<file path="config.mk">
export PLATFORM = sky130hd
export DESIGN_NAME = spi_master_multi
export DESIGN_NICKNAME = d
export VERILOG_FILES = /design/src/rtl/spi_master_multi.sv
export SDC_FILE = /design/constraint.sdc
export NUM_CORES = 1
export LEC_CHECK = 0
export CAP_MARGIN = 20
export CORE_ASPECT_RATIO = 0.7
export CORE_MARGIN = 1
export CORE_UTILIZATION = 55
export CTS_BUF_LIST = sky130_fd_sc_hd__clkbuf_2 sky130_fd_sc_hd__clkbuf_4 sky130_fd_sc_hd__clkbuf_8
export CTS_CLUSTER_DIAMETER = 50
export DETAILED_ROUTE_END_ITERATION = 8
export GPL_TIMING_DRIVEN = 0
export PLACE_DENSITY = 0.83
export REMOVE_ABC_BUFFERS = 1
export SYNTH_ARGS = -nofsm -noshare
export SYNTH_HDL_FRONTEND = slang
export SYNTH_SLANG_ARGS = --single-unit
</file>
<file path="constraint.sdc">
create_clock -name clk_i -period 2.5 [get_ports clk_i]
set_input_delay 0.625 -clock clk_i [delete_from_list [all_inputs] [get_ports clk_i]]
set_output_delay 0.625 -clock clk_i [all_outputs]
set_load 0.02 [all_outputs]
</file>
<file path="src/rtl/spi_master_multi.sv">
// SPI master for up to NUM_SS slaves: programmable SCLK divider, per-transfer CPOL/CPHA, full-duplex capture.
// Define SPI_LOOPBACK_EN to feed the receive shifter from internal MOSI instead of the MISO pin.
module spi_master_multi #(
    parameter int DATA_W  = 8,
    parameter int NUM_SS  = 2,
    parameter int CLK_DIV = 4,
    parameter int SEL_W   = (NUM_SS > 1) ? $clog2(NUM_SS) : 1
) (
    input  logic              clk_i,
    input  logic              reset_ni,
    input  logic              send_i,
    input  logic [SEL_W-1:0]  slave_sel_i,
    input  logic              cpol_i,
    input  logic              cpha_i,
    input  logic [DATA_W-1:0] tx_data_i,
    input  logic              miso_i,
    output logic              sclk_o,
    output logic              mosi_o,
    output logic [NUM_SS-1:0] ss_n_o,
    output logic              busy_o,
    output logic [DATA_W-1:0] rx_data_o,
    output logic              rx_valid_o
);

    localparam int CNT_W  = (CLK_DIV > 1) ? $clog2(CLK_DIV) : 1;
    localparam int EDGE_W = $clog2(2 * DATA_W + 1);
    localparam logic [CNT_W-1:0]  CNT_LAST  = CNT_W'(CLK_DIV - 1);
    localparam logic [EDGE_W-1:0] EDGE_LAST = EDGE_W'(2 * DATA_W);

    typedef enum logic [1:0] {S_IDLE, S_LEAD, S_XFER, S_TRAIL} state_t;

    state_t              state_q;
    logic [CNT_W-1:0]    cnt_q;
    logic [EDGE_W-1:0]   edge_q;
    logic                cpol_q;
    logic                cpha_q;
    logic                sclk_q;
    logic                mosi_q;
    logic [NUM_SS-1:0]   ss_n_q;
    logic                busy_q;
    logic [DATA_W-1:0]   rx_data_q;
    logic                rx_valid_q;
    logic [DATA_W-1:0]   tx_q;
    logic [DATA_W-1:0]   rx_q;

    logic                tick_d;
    logic                accept_d;
    logic                edge_en_d;
    logic [EDGE_W-1:0]   edge_k_d;
    logic                shift_en_d;
    logic                sample_en_d;
    logic                sample_bit_d;
    logic [NUM_SS-1:0]   ss_sel_d;

    // Out-of-range selects decode to all-high, so the transfer still runs with no slave enabled.
    always_comb begin
        ss_sel_d = '1;
        for (int i = 0; i < NUM_SS; i++) begin
            if (int'(slave_sel_i) == i) ss_sel_d[i] = 1'b0;
        end
    end

    always_comb begin
        tick_d      = (cnt_q == CNT_LAST);
        accept_d    = (state_q == S_IDLE) && send_i;
        edge_en_d   = tick_d && ((state_q == S_LEAD) || (state_q == S_XFER));
        edge_k_d    = edge_q + EDGE_W'(1);
        // The final even edge of a CPHA=0 transfer must not shift, so MOSI holds the LSB through TRAIL.
        shift_en_d  = edge_en_d && (cpha_q ? edge_k_d[0] : (!edge_k_d[0] && (edge_k_d != EDGE_LAST)));
        sample_en_d = edge_en_d && (cpha_q ? !edge_k_d[0] : edge_k_d[0]);
`ifdef SPI_LOOPBACK_EN
        sample_bit_d = mosi_q;
`else
        sample_bit_d = miso_i;
`endif
    end

    // Shift registers carry only data; every transfer fully refills them, so they need no reset.
    always_ff @(posedge clk_i) begin
        if (accept_d) begin
            tx_q <= tx_data_i;
        end else if (shift_en_d) begin
            tx_q <= {tx_q[DATA_W-2:0], 1'b0};
        end
        if (sample_en_d) begin
            rx_q <= {rx_q[DATA_W-2:0], sample_bit_d};
        end
    end

    always_ff @(posedge clk_i) begin
        if (!reset_ni) begin
            state_q    <= S_IDLE;
            cnt_q      <= '0;
            edge_q     <= '0;
            cpol_q     <= 1'b0;
            cpha_q     <= 1'b0;
            sclk_q     <= 1'b0;
            mosi_q     <= 1'b0;
            ss_n_q     <= '1;
            busy_q     <= 1'b0;
            rx_data_q  <= '0;
            rx_valid_q <= 1'b0;
        end else begin
            rx_valid_q <= 1'b0;
            case (state_q)
                S_IDLE: begin
                    if (send_i) begin
                        cpol_q  <= cpol_i;
                        cpha_q  <= cpha_i;
                        sclk_q  <= cpol_i;
                        mosi_q  <= cpha_i ? 1'b0 : tx_data_i[DATA_W-1];
                        ss_n_q  <= ss_sel_d;
                        busy_q  <= 1'b1;
                        cnt_q   <= '0;
                        edge_q  <= '0;
                        state_q <= S_LEAD;
                    end
                end
                S_LEAD, S_XFER: begin
                    if (tick_d) begin
                        cnt_q  <= '0;
                        sclk_q <= ~sclk_q;
                        edge_q <= edge_k_d;
                        if (shift_en_d) begin
                            mosi_q <= cpha_q ? tx_q[DATA_W-1] : tx_q[DATA_W-2];
                        end
                        state_q <= (edge_k_d == EDGE_LAST) ? S_TRAIL : S_XFER;
                    end else begin
                        cnt_q <= cnt_q + CNT_W'(1);
                    end
                end
                S_TRAIL: begin
                    if (tick_d) begin
                        cnt_q      <= '0;
                        ss_n_q     <= '1;
                        busy_q     <= 1'b0;
                        rx_valid_q <= 1'b1;
                        rx_data_q  <= rx_q;
                        state_q    <= S_IDLE;
                    end else begin
                        cnt_q <= cnt_q + CNT_W'(1);
                    end
                end
                default: state_q <= S_IDLE;
            endcase
        end
    end

    assign sclk_o     = sclk_q;
    assign mosi_o     = mosi_q;
    assign ss_n_o     = ss_n_q;
    assign busy_o     = busy_q;
    assign rx_data_o  = rx_data_q;
    assign rx_valid_o = rx_valid_q;

endmodule
</file>
* After elaboration in Yosys (flattened, before gate mapping) *
Cells that the tools add are included.

storage, ports and cells
  flip-flop bits (word level) = 40
  latch bits = 0
  memory bits (writable) = 0
  ROM bits = 0
  input bits = 15
  output and inout bits = 14
  word-level logic and storage cells = 78
  memories = 0

operators by class
  add/sub/neg operators = 2
  multiply operators = 0
  div/mod/pow operators = 0
  $lt $le $gt $ge = 0
  eq/ne operators = 10
  shift-type cells = 0
  muxes and demuxes = 33
  bitwise logic cells = 1
  reduce and logical (&&, ||, !) cells = 20

operators by type and width
  kind                   count
  $mux W8                2
  $mux W1                15
  $mux W2                7
  $mux W5                2
  $pmux W5 S2            1
  $reduce_and A3 Y1      3
  $ne A2 B2 Y1 const B   4
  $pmux W2 S2            2
  $eq A2 B2 Y1 const B   3
  $pmux W1 S2            3
  $pmux W2 S3            1
  $reduce_and A2 Y1      3
  $reduce_bool A2 Y1     3
  $add A5 B1 Y5 const B  1
  $eq A5 B5 Y1 const B   1
  $logic_and A1 B1 Y1    5
  $ne A5 B5 Y1 const B   1
  $reduce_and A4 Y1      1
  $reduce_or A3 Y1       1
  $add A2 B1 Y2 const B  1
  $eq A2 B1 Y1 const B   1
  $logic_not A2 Y1       1
  $reduce_or A2 Y1       1
  $logic_not A1 Y1       1
  other kinds (2)        2

* Logic depth before layout (Yosys ltp) *
Gate-level depths: netlist of run 1.

  depth in word-level cells = 8
  gate-level depth with buffers = 7
  mapped depth without buffers = 7

* Worst setup path after synthesis of run 1 *
OpenSTA, ideal clock, no wires.

  path type = register -> register
  start = reg state_q[1]
  end = reg rx_q[0] (enable)
  library setup time = 383 ps
  arrival = 1623 ps
  data required time = 2117 ps
  setup slack = 494 ps
  cell stages (with the launch flop) = 6
  path buffers = 1
  clock period less this slack = 2006 ps
  cells stage by stage = dfxtp_1 inv_1 ha_1 buf_6 nand2_1 nor3_1

between the ends
  cells in the longest elaborated chain, start to end = 4
  elaborated cells between the ends (all ways) = 5

RTL lines
  item                                          line  source
  start, declared                               32    state_t state_q;
  start signal, assigned                        127   state_q <= (edge_k_d == EDGE_LAST) ? S_TRAIL : S_XFER;
  $eq A2 B1 Y1 or $eq A2 B2 Y1 (tied branches)  66    edge_en_d = tick_d && ((state_q == S_LEAD) || (state_q == S_XFER));
  $logic_or A1 B1 Y1 (*)                        66
  $logic_and A1 B1 Y1 (*)                       66
  $logic_and A1 B1 Y1 (*)                       70    sample_en_d = edge_en_d && (cpha_q ? !edge_k_d[0] : edge_k_d[0]);
  via sample_en_d                               51    logic sample_en_d;
  end signal, assigned                          86    rx_q <= {rx_q[DATA_W-2:0], sample_bit_d};
  end, declared                                 44    logic [DATA_W-1:0] rx_q;

Mark *: on every way through the listed nets, which the timed path passes. The rest lies on a longest branch.
A chain may end at the register's enable or synchronous reset.

* Worst setup path in the final report of run 1 *
  start = reg state_q[1]
  end = reg tx_q[6] (enable)

between the ends
  cells in the longest elaborated chain, start to end = 5
  elaborated cells between the ends (all ways) = 8

RTL lines
  item                                          line  source
  $eq A2 B1 Y1 or $eq A2 B2 Y1 (tied branches)  66
  $logic_or A1 B1 Y1                            66
  $logic_and A1 B1 Y1                           66
  $logic_and A1 B1 Y1                           69    shift_en_d = edge_en_d && (cpha_q ? edge_k_d[0] : (!edge_k_d[0] && (edge_k_d != EDGE_LAST)));
  $reduce_bool A2 Y1 (no line) (*)              --
  end signal, assigned                          81    tx_q <= tx_data_i;
  end signal, assigned                          83    tx_q <= {tx_q[DATA_W-2:0], 1'b0};
  end, declared                                 43    logic [DATA_W-1:0] tx_q;

Mark *: on every way between the ends. The rest lies on a longest branch, timed or not.

==> results of run 1 <==
[cell type report]
type / count / area, µm² / share of cell area, %
sequential: 40 / 961 / 44.4
multi-input combinational: 115 / 758 / 35.0
clock buffer: 8 / 97.6 / 4.51
tap: 36 / 45.0 / 2.08
inverter: 6 / 22.5 / 1.04
timing repair buffer: 28 / 280 / 12.9
[routing by layer]
layer	GRT usage [%]	vias to the layer above	part of all wire, %
met5	0	-	0
met4	6.00	0	1.1
met3	5.93	5	4.8
met2	36.1	35	48
met1	29.6	653	47
li1	-	656	-
[critical path: stages (launching register included)]
cell     delay (ns)
dfxtp_1        0.36
inv_1          0.09
ha_1           0.53
nand2_1        0.25
o21ai_1        0.71
[power groups by stage]
stage          clock (mW)  sequential, mW  combinational (mW)
2_1_floorplan           0           0.757               0.146
3_3_place_gp            0           0.747               0.226
3_5_place_dp            0           0.750               0.234
4_1_cts             0.470           0.735               0.237
5_1_grt             0.492           0.738               0.259
6_report            0.460           0.735               0.239
[Yosys cell counts, drive strengths merged]
library cell | count | area share, %
dfxtp | 24 | 27
nand2 | 21 | 4.4
edfxtp | 16 | 27
nand3 | 14 | 3.9
a21boi | 11 | 4.6
nor2 | 10 | 2.5
o21ai | 10 | 3.0
a21oi | 8 | 2.2
mux2 | 8 | 5.0
inv | 6 | 1.3
buf | 5 | 2.4
ha | 5 | 3.5
nor2b | 5 | 1.8
a22oi | 2 | 0.84
and2b | 2 | 0.98
and3 | 2 | 0.77
clkbuf | 2 | 0.42
nand3b | 2 | 0.84
a21bo | 1 | 0.56
a21o | 1 | 0.84
a22o | 1 | 0.49
a31oi | 1 | 0.70
and2 | 1 | 0.35
mux2i | 1 | 0.56
nand2b | 1 | 0.77
nand4 | 1 | 0.35
nand4b | 1 | 0.49
nor3 | 1 | 0.28
nor4 | 1 | 0.35
o221a | 1 | 0.63
o22a | 1 | 0.49
o22ai | 1 | 0.35
o32ai | 1 | 0.49
[how the worst max path moves through the flow]
stage,start,to,slack (ns),cells past startpoint
finish,state_q[1]$_SDFFE_PN0P_,tx_q[6]$_DFFE_PP_,0.19,4
global route,state_q[0]$_SDFFE_PN0P_,rx_q[7]$_DFFE_PP_,0.07,4
CTS,state_q[1]$_SDFFE_PN0P_,tx_q[6]$_DFFE_PP_,0.21,4
detailed placement,state_q[1]$_SDFFE_PN0P_,rx_q[0]$_DFFE_PP_,-0.12,4
global placement,state_q[1]$_SDFFE_PN0P_,rx_q[7]$_DFFE_PP_,0.05,4
floorplan,state_q[1]$_SDFFE_PN0P_,rx_q[0]$_DFFE_PP_,0.42,4
[placed cells by master (no fill, tap or decap), types with 2 or more instances in the layout]
cell type and count:
o21ai_0 6, mux2_2 8, clkbuf_4 2, a22oi_1 2
clkbuf_8 6, clkdlybuf4s50_1 28, nand3b_1 2, nand2_1 21
ha_1 5, a21oi_1 8, nand3_1 14, o21ai_1 3
inv_1 6, dfxtp_1 24, nor2_1 9, a21boi_0 11
nor2b_1 5, edfxtp_1 16
[flip-flops by register name, indices dropped and copies added, names as in the netlist, 2 cells and up]
name	count
cnt_q	2
state_q	2
edge_q	5
rx_data_o	8
ss_n_o	2
tx_q	8
rx_q	8
[kinds of logic (layout without fill, tap and decap cells)]
group / count (synthesis) / count (layout) / synth area share, %
adder cells (fa/ha/maj): 5 / 5 / 3.50
flip-flops: 40 / 40 / 53.8
AO/OA/AOI/OAI: 39 / 39 / 15.3
multiplexers: 9 / 9 / 5.60
AND/OR/NAND/NOR: 62 / 62 / 17.8
buffers and inverters: 13 / 42 / 4.06
[through the flow]
stage	cells	setup slack, ns
floorplan	161	0.422
global placement	225	0.0543
detailed placement	225	-0.121
CTS	233	0.213
global route	233	0.0684
finish	233	0.193
==> impl_metrics.toml, run 1 <==
[cts]
cts_made_buffers = 5
ctsResizeCount = 2
holdBufCountCts = 0
clk_pin_slew_ns = 0.08
clock_latency_ns = 0.29
cts_root_buffer = "clkbuf_8"
htreeDepth = 2
cts_max_path_buffers = 2
cts_setup_buffers = 0
cts_sinks = 40
cts_tree = "yes"

[global_route]
grt_pass1_vias = 1291
grtUsageTotal_pct = 22.2
grt_overflow = 0
antenna_found_initial = 0
grt_pass1_wl_um = 6000
grt_start_max_net_pins = 27

[worst_setup_path]
r2r_end = "tx_q[6]$_DFFE_PP_"
worstSetupPathType = "reg2reg"
r2r_setup_slack_ns = 0.19
crit_fanout = 11
cp-end-kind = "register"
start_kind = "register"
worstPathArrival_ns = 2.23
rr_worst_depth = 4
required_ns = 2.42
timing.rr.start = "state_q[1]$_SDFFE_PN0P_"

[final_layout]
fillers = 200
drive_gt1_share_pct = 12.7
syn2layout_area_growth_pct = 21.1
fin_nets = 216
fin_util_pct = 73.6
diodes = 0
final_cell_area_um2 = 2160

[sta]
report.final.slew_viol_count = 0
finClkSkew_ns = 0.00604
rsz0062_at_grt = "no"
slew_headroom_pct = 46.2
fin_hold_ws_ns = 0.460
fmax_mhz = 433
tightestPinTransition_ns = 0.802
setup_viol = 0
hold_viol = 0
fin_tns_setup_ns = 0
finalCriticalPeriod_ns = 2.31
post-route-period-util_pct = 92.3

[logic_synthesis]
synth_area_per_cell_um2 = 10.6
synth.distinct_cells = 40
syn_inst = 168
synth_seq_area_share_pct = 53.8
ys_ff_latch = 40
syn_area_um2 = 1790
ys.warnings.count = 0

[place]
placed_cell_area_um2 = 2060
dp_hpwl_um = 2400
globalplace.congestion = 0.718
port_buffers = 28

[drt]
wl_per_cell_um = 15.1
antenna_left = 0
vias = 1349
routed_wl_um = 3530
via_per_inst = 5.79
drtIter0Drc = 93
firstDrtPassIters = 4
drc = 0

[floorplan]
fp-row-count = 16
core_um2 = 2940
fp.dieW_um = 70.1
die_h_um = 49.7
initial_utilization_pct = 60.7
die-area_um2 = 3480
io_pins = 29

[run_status]
status = "completed"

[hold_path]
hold_path.class = "reg2reg"
hp-start = "rx_q[6]$_DFFE_PP_"
holdPathStages = 0
hold_end = "rx_q[7]$_DFFE_PP_"

[power]
finalPower_mw = 1.43
p_comb_share_pct = 16.7
vdd_drop_max_uv = 462
p_clk_share_pct = 32.1
power_density_nw_per_um2 = 663
p_int_mw = 1.08
switching_share_pct = 24.7
p_sw_uw = 354
p_leak_nw = 0.768
pwr-share-seq_pct = 51.2

[flow_run]
max-cap-violations = 0
Power figures use the tool's default switching activity.
==> run 2, diff against run 1 <==
--- a/config.mk
+++ b/config.mk
@@ -13,7 +13,7 @@
 export CTS_CLUSTER_DIAMETER = 50
 export DETAILED_ROUTE_END_ITERATION = 8
 export GPL_TIMING_DRIVEN = 0
-export PLACE_DENSITY = 0.83
+export PLACE_DENSITY_LB_ADDON = 0.3
 export REMOVE_ABC_BUFFERS = 1
 export SYNTH_ARGS = -nofsm -noshare
 export SYNTH_HDL_FRONTEND = slang
==> impl_metrics.toml, run 2 (same netlist as run 1, synthesis figures left out) <==
[worst_setup_path]
cp-end-kind = "register"
timing.rr.start = "cnt_q[0]$_SDFFE_PN0N_"
r2r_end = "rx_q[1]$_DFFE_PP_"
crit_fanout = 17
worstSetupPathType = "reg2reg"
cpPeakStageDelay_ns = 0.69
crit_chain = "ha_1 -> nand2_1 -> nor3_2"
required_ns = 2.42
cp_slowest_cell = "nor3_2"
r2r_setup_slack_ns = 0.21
rr_worst_depth = 3
worstPathArrival_ns = 2.21
start_kind = "register"

[sta]
finalCriticalPeriod_ns = 2.29
finClkSkew_ns = 0.00747
rsz0062_at_grt = "no"
post-route-period-util_pct = 91.4
slew_headroom_pct = 48.3
hold_viol = 0
report.final.slew_viol_count = 0
fin_hold_ws_ns = 0.459
setup_viol = 0
tightestPinTransition_ns = 0.771
fmax_mhz = 437

[hold_path]
hp-start = "rx_q[2]$_DFFE_PP_"
holdPathStages = 0
hold_path.class = "reg2reg"
hold_end = "rx_q[3]$_DFFE_PP_"

[final_layout]
drive_gt1_share_pct = 12.7
final_cells = 233
final_common_cell = "clkdlybuf4s50_1"
fin_nets = 216
diodes = 0
fillers = 202
final_cell_mix = "28 x clkdlybuf4s50_1, 24 x dfxtp_1, 21 x nand2_1, 16 x edfxtp_1, 14 x nand3_1"
fin_util_pct = 74.1
syn2layout_area_growth_pct = 22.1

[drt]
drc = 0
via_per_inst = 5.74
drtIter0Drc = 117
wl_per_cell_um = 15.7
vias = 1338
routed_wl_um = 3660
firstDrtPassIters = 4
antenna_left = 0

[cts]
htreeDepth = 2
cts_max_path_buffers = 2
holdBufCountCts = 0
clock_latency_ns = 0.29
cts_root_buffer = "clkbuf_8"
cts_sinks = 40
cts_made_buffers = 5
clk_pin_slew_ns = 0.08
cts_tree = "yes"

[place]
globalplace.congestion = 0.757
dp_hpwl_um = 2520
port_buffers = 28
dp.cells = 225

[flow_run]
max-cap-violations = 0

[floorplan]
io_pins = 29
fp.dieW_um = 70.1
initial_utilization_pct = 60.7
fp-row-count = 16
die_h_um = 49.7
core_um2 = 2940
die-area_um2 = 3480

[power]
vdd_drop_max_uv = 376
power_density_nw_per_um2 = 692
p_leak_nw = 0.771

[global_route]
antenna_found_initial = 0
grtUsageTotal_pct = 23.6
grt_pass1_vias = 1394
grt_pass1_wl_um = 6330
grt_overflow = 0
grt_start_max_net_pins = 27

[run_status]
status = "completed"
run 2: cell types whose count changed in the layout (fill, tap and decap cells not counted), sizes merged:
cell	before	now
bufinv	0	1
clkinvlp	0	1
inv	6	7
clkbuf	8	5
run 2: where the power goes:
| group | total [mW] | leakage, nW | internal [mW] | switching [mW] |
|---|---|---|---|---|
| Combinational | 0.240 | 0.373 | 0.116 | 0.123 |
| Clock | 0.535 | 0.0548 | 0.301 | 0.234 |
| Sequential | 0.736 | 0.343 | 0.718 | 0.0186 |
run 2: critical path, delay by kind of cell (launching register included):
| kind | cells | cell delay [ns] |
|---|---|---|
| adder cells (fa/ha/maj) | 1 | 0.56 |
| AND/OR/NAND/NOR | 2 | 0.97 |
| flip-flops | 1 | 0.38 |
run 2: final cells by class:
class | instances | area [µm²] | area share (%)
multi-input cells | 115 | 758 | 34.7
clock buffers | 5 | 68.8 | 3.15
well taps | 36 | 45.0 | 2.06
clock inverters | 3 | 46.3 | 2.12
inverters | 6 | 22.5 | 1.03
repair buffers | 28 | 280 | 12.8
flip-flops and latches | 40 | 961 | 44.0
run 2: through the flow:
| stage | worst slack, ns | power, mW | cell area (µm²) | TNS, ns |
|---|---|---|---|---|
| 4_1_cts | 0.240 | 1.52 | 2180 | 0 |
| 6_report | 0.214 | 1.51 | 2180 | 0 |
| 3_5_place_dp | -0.0893 | 0.987 | 2060 | -0.876 |
| 3_3_place_gp | 0.107 | 0.972 | 2060 | 0 |
| 5_1_grt | 0.0823 | 1.57 | 2180 | 0 |
| 2_1_floorplan | 0.422 | 0.902 | 1740 | 0 |
run 2: repair_timing:
item                                    in CTS  in global routing
resized for setup                            2                  0
endpoints found under the setup margin      16                  0
buffers inserted                             0                  0
endpoints found under the hold margin        0                  0
run 2: layer usage:
metal / part of all wire, % / routed length, µm / vias up / track usage, %
met5: 0 / 0 / - / 0
met4: 1.1 / 41 / 0 / 9.67
met3: 2.8 / 102 / 6 / 5.52
met2: 50 / 1850 / 22 / 41.7
met1: 46 / 1670 / 657 / 27.9
li1: - / - / 653 / -
run 2: worst max path at each step:
stage | start | endpoint | slack [ns]
after global placement | state_q[1]$_SDFFE_PN0P_ | rx_q[7]$_DFFE_PP_ | 0.11
after detailed placement | state_q[0]$_SDFFE_PN0P_ | rx_q[0]$_DFFE_PP_ | -0.09
after global routing | cnt_q[0]$_SDFFE_PN0N_ | tx_q[5]$_DFFE_PP_ | 0.08
after floorplan | state_q[1]$_SDFFE_PN0P_ | rx_q[0]$_DFFE_PP_ | 0.42
final | cnt_q[0]$_SDFFE_PN0N_ | rx_q[1]$_DFFE_PP_ | 0.21
after CTS | state_q[0]$_SDFFE_PN0P_ | tx_q[5]$_DFFE_PP_ | 0.24
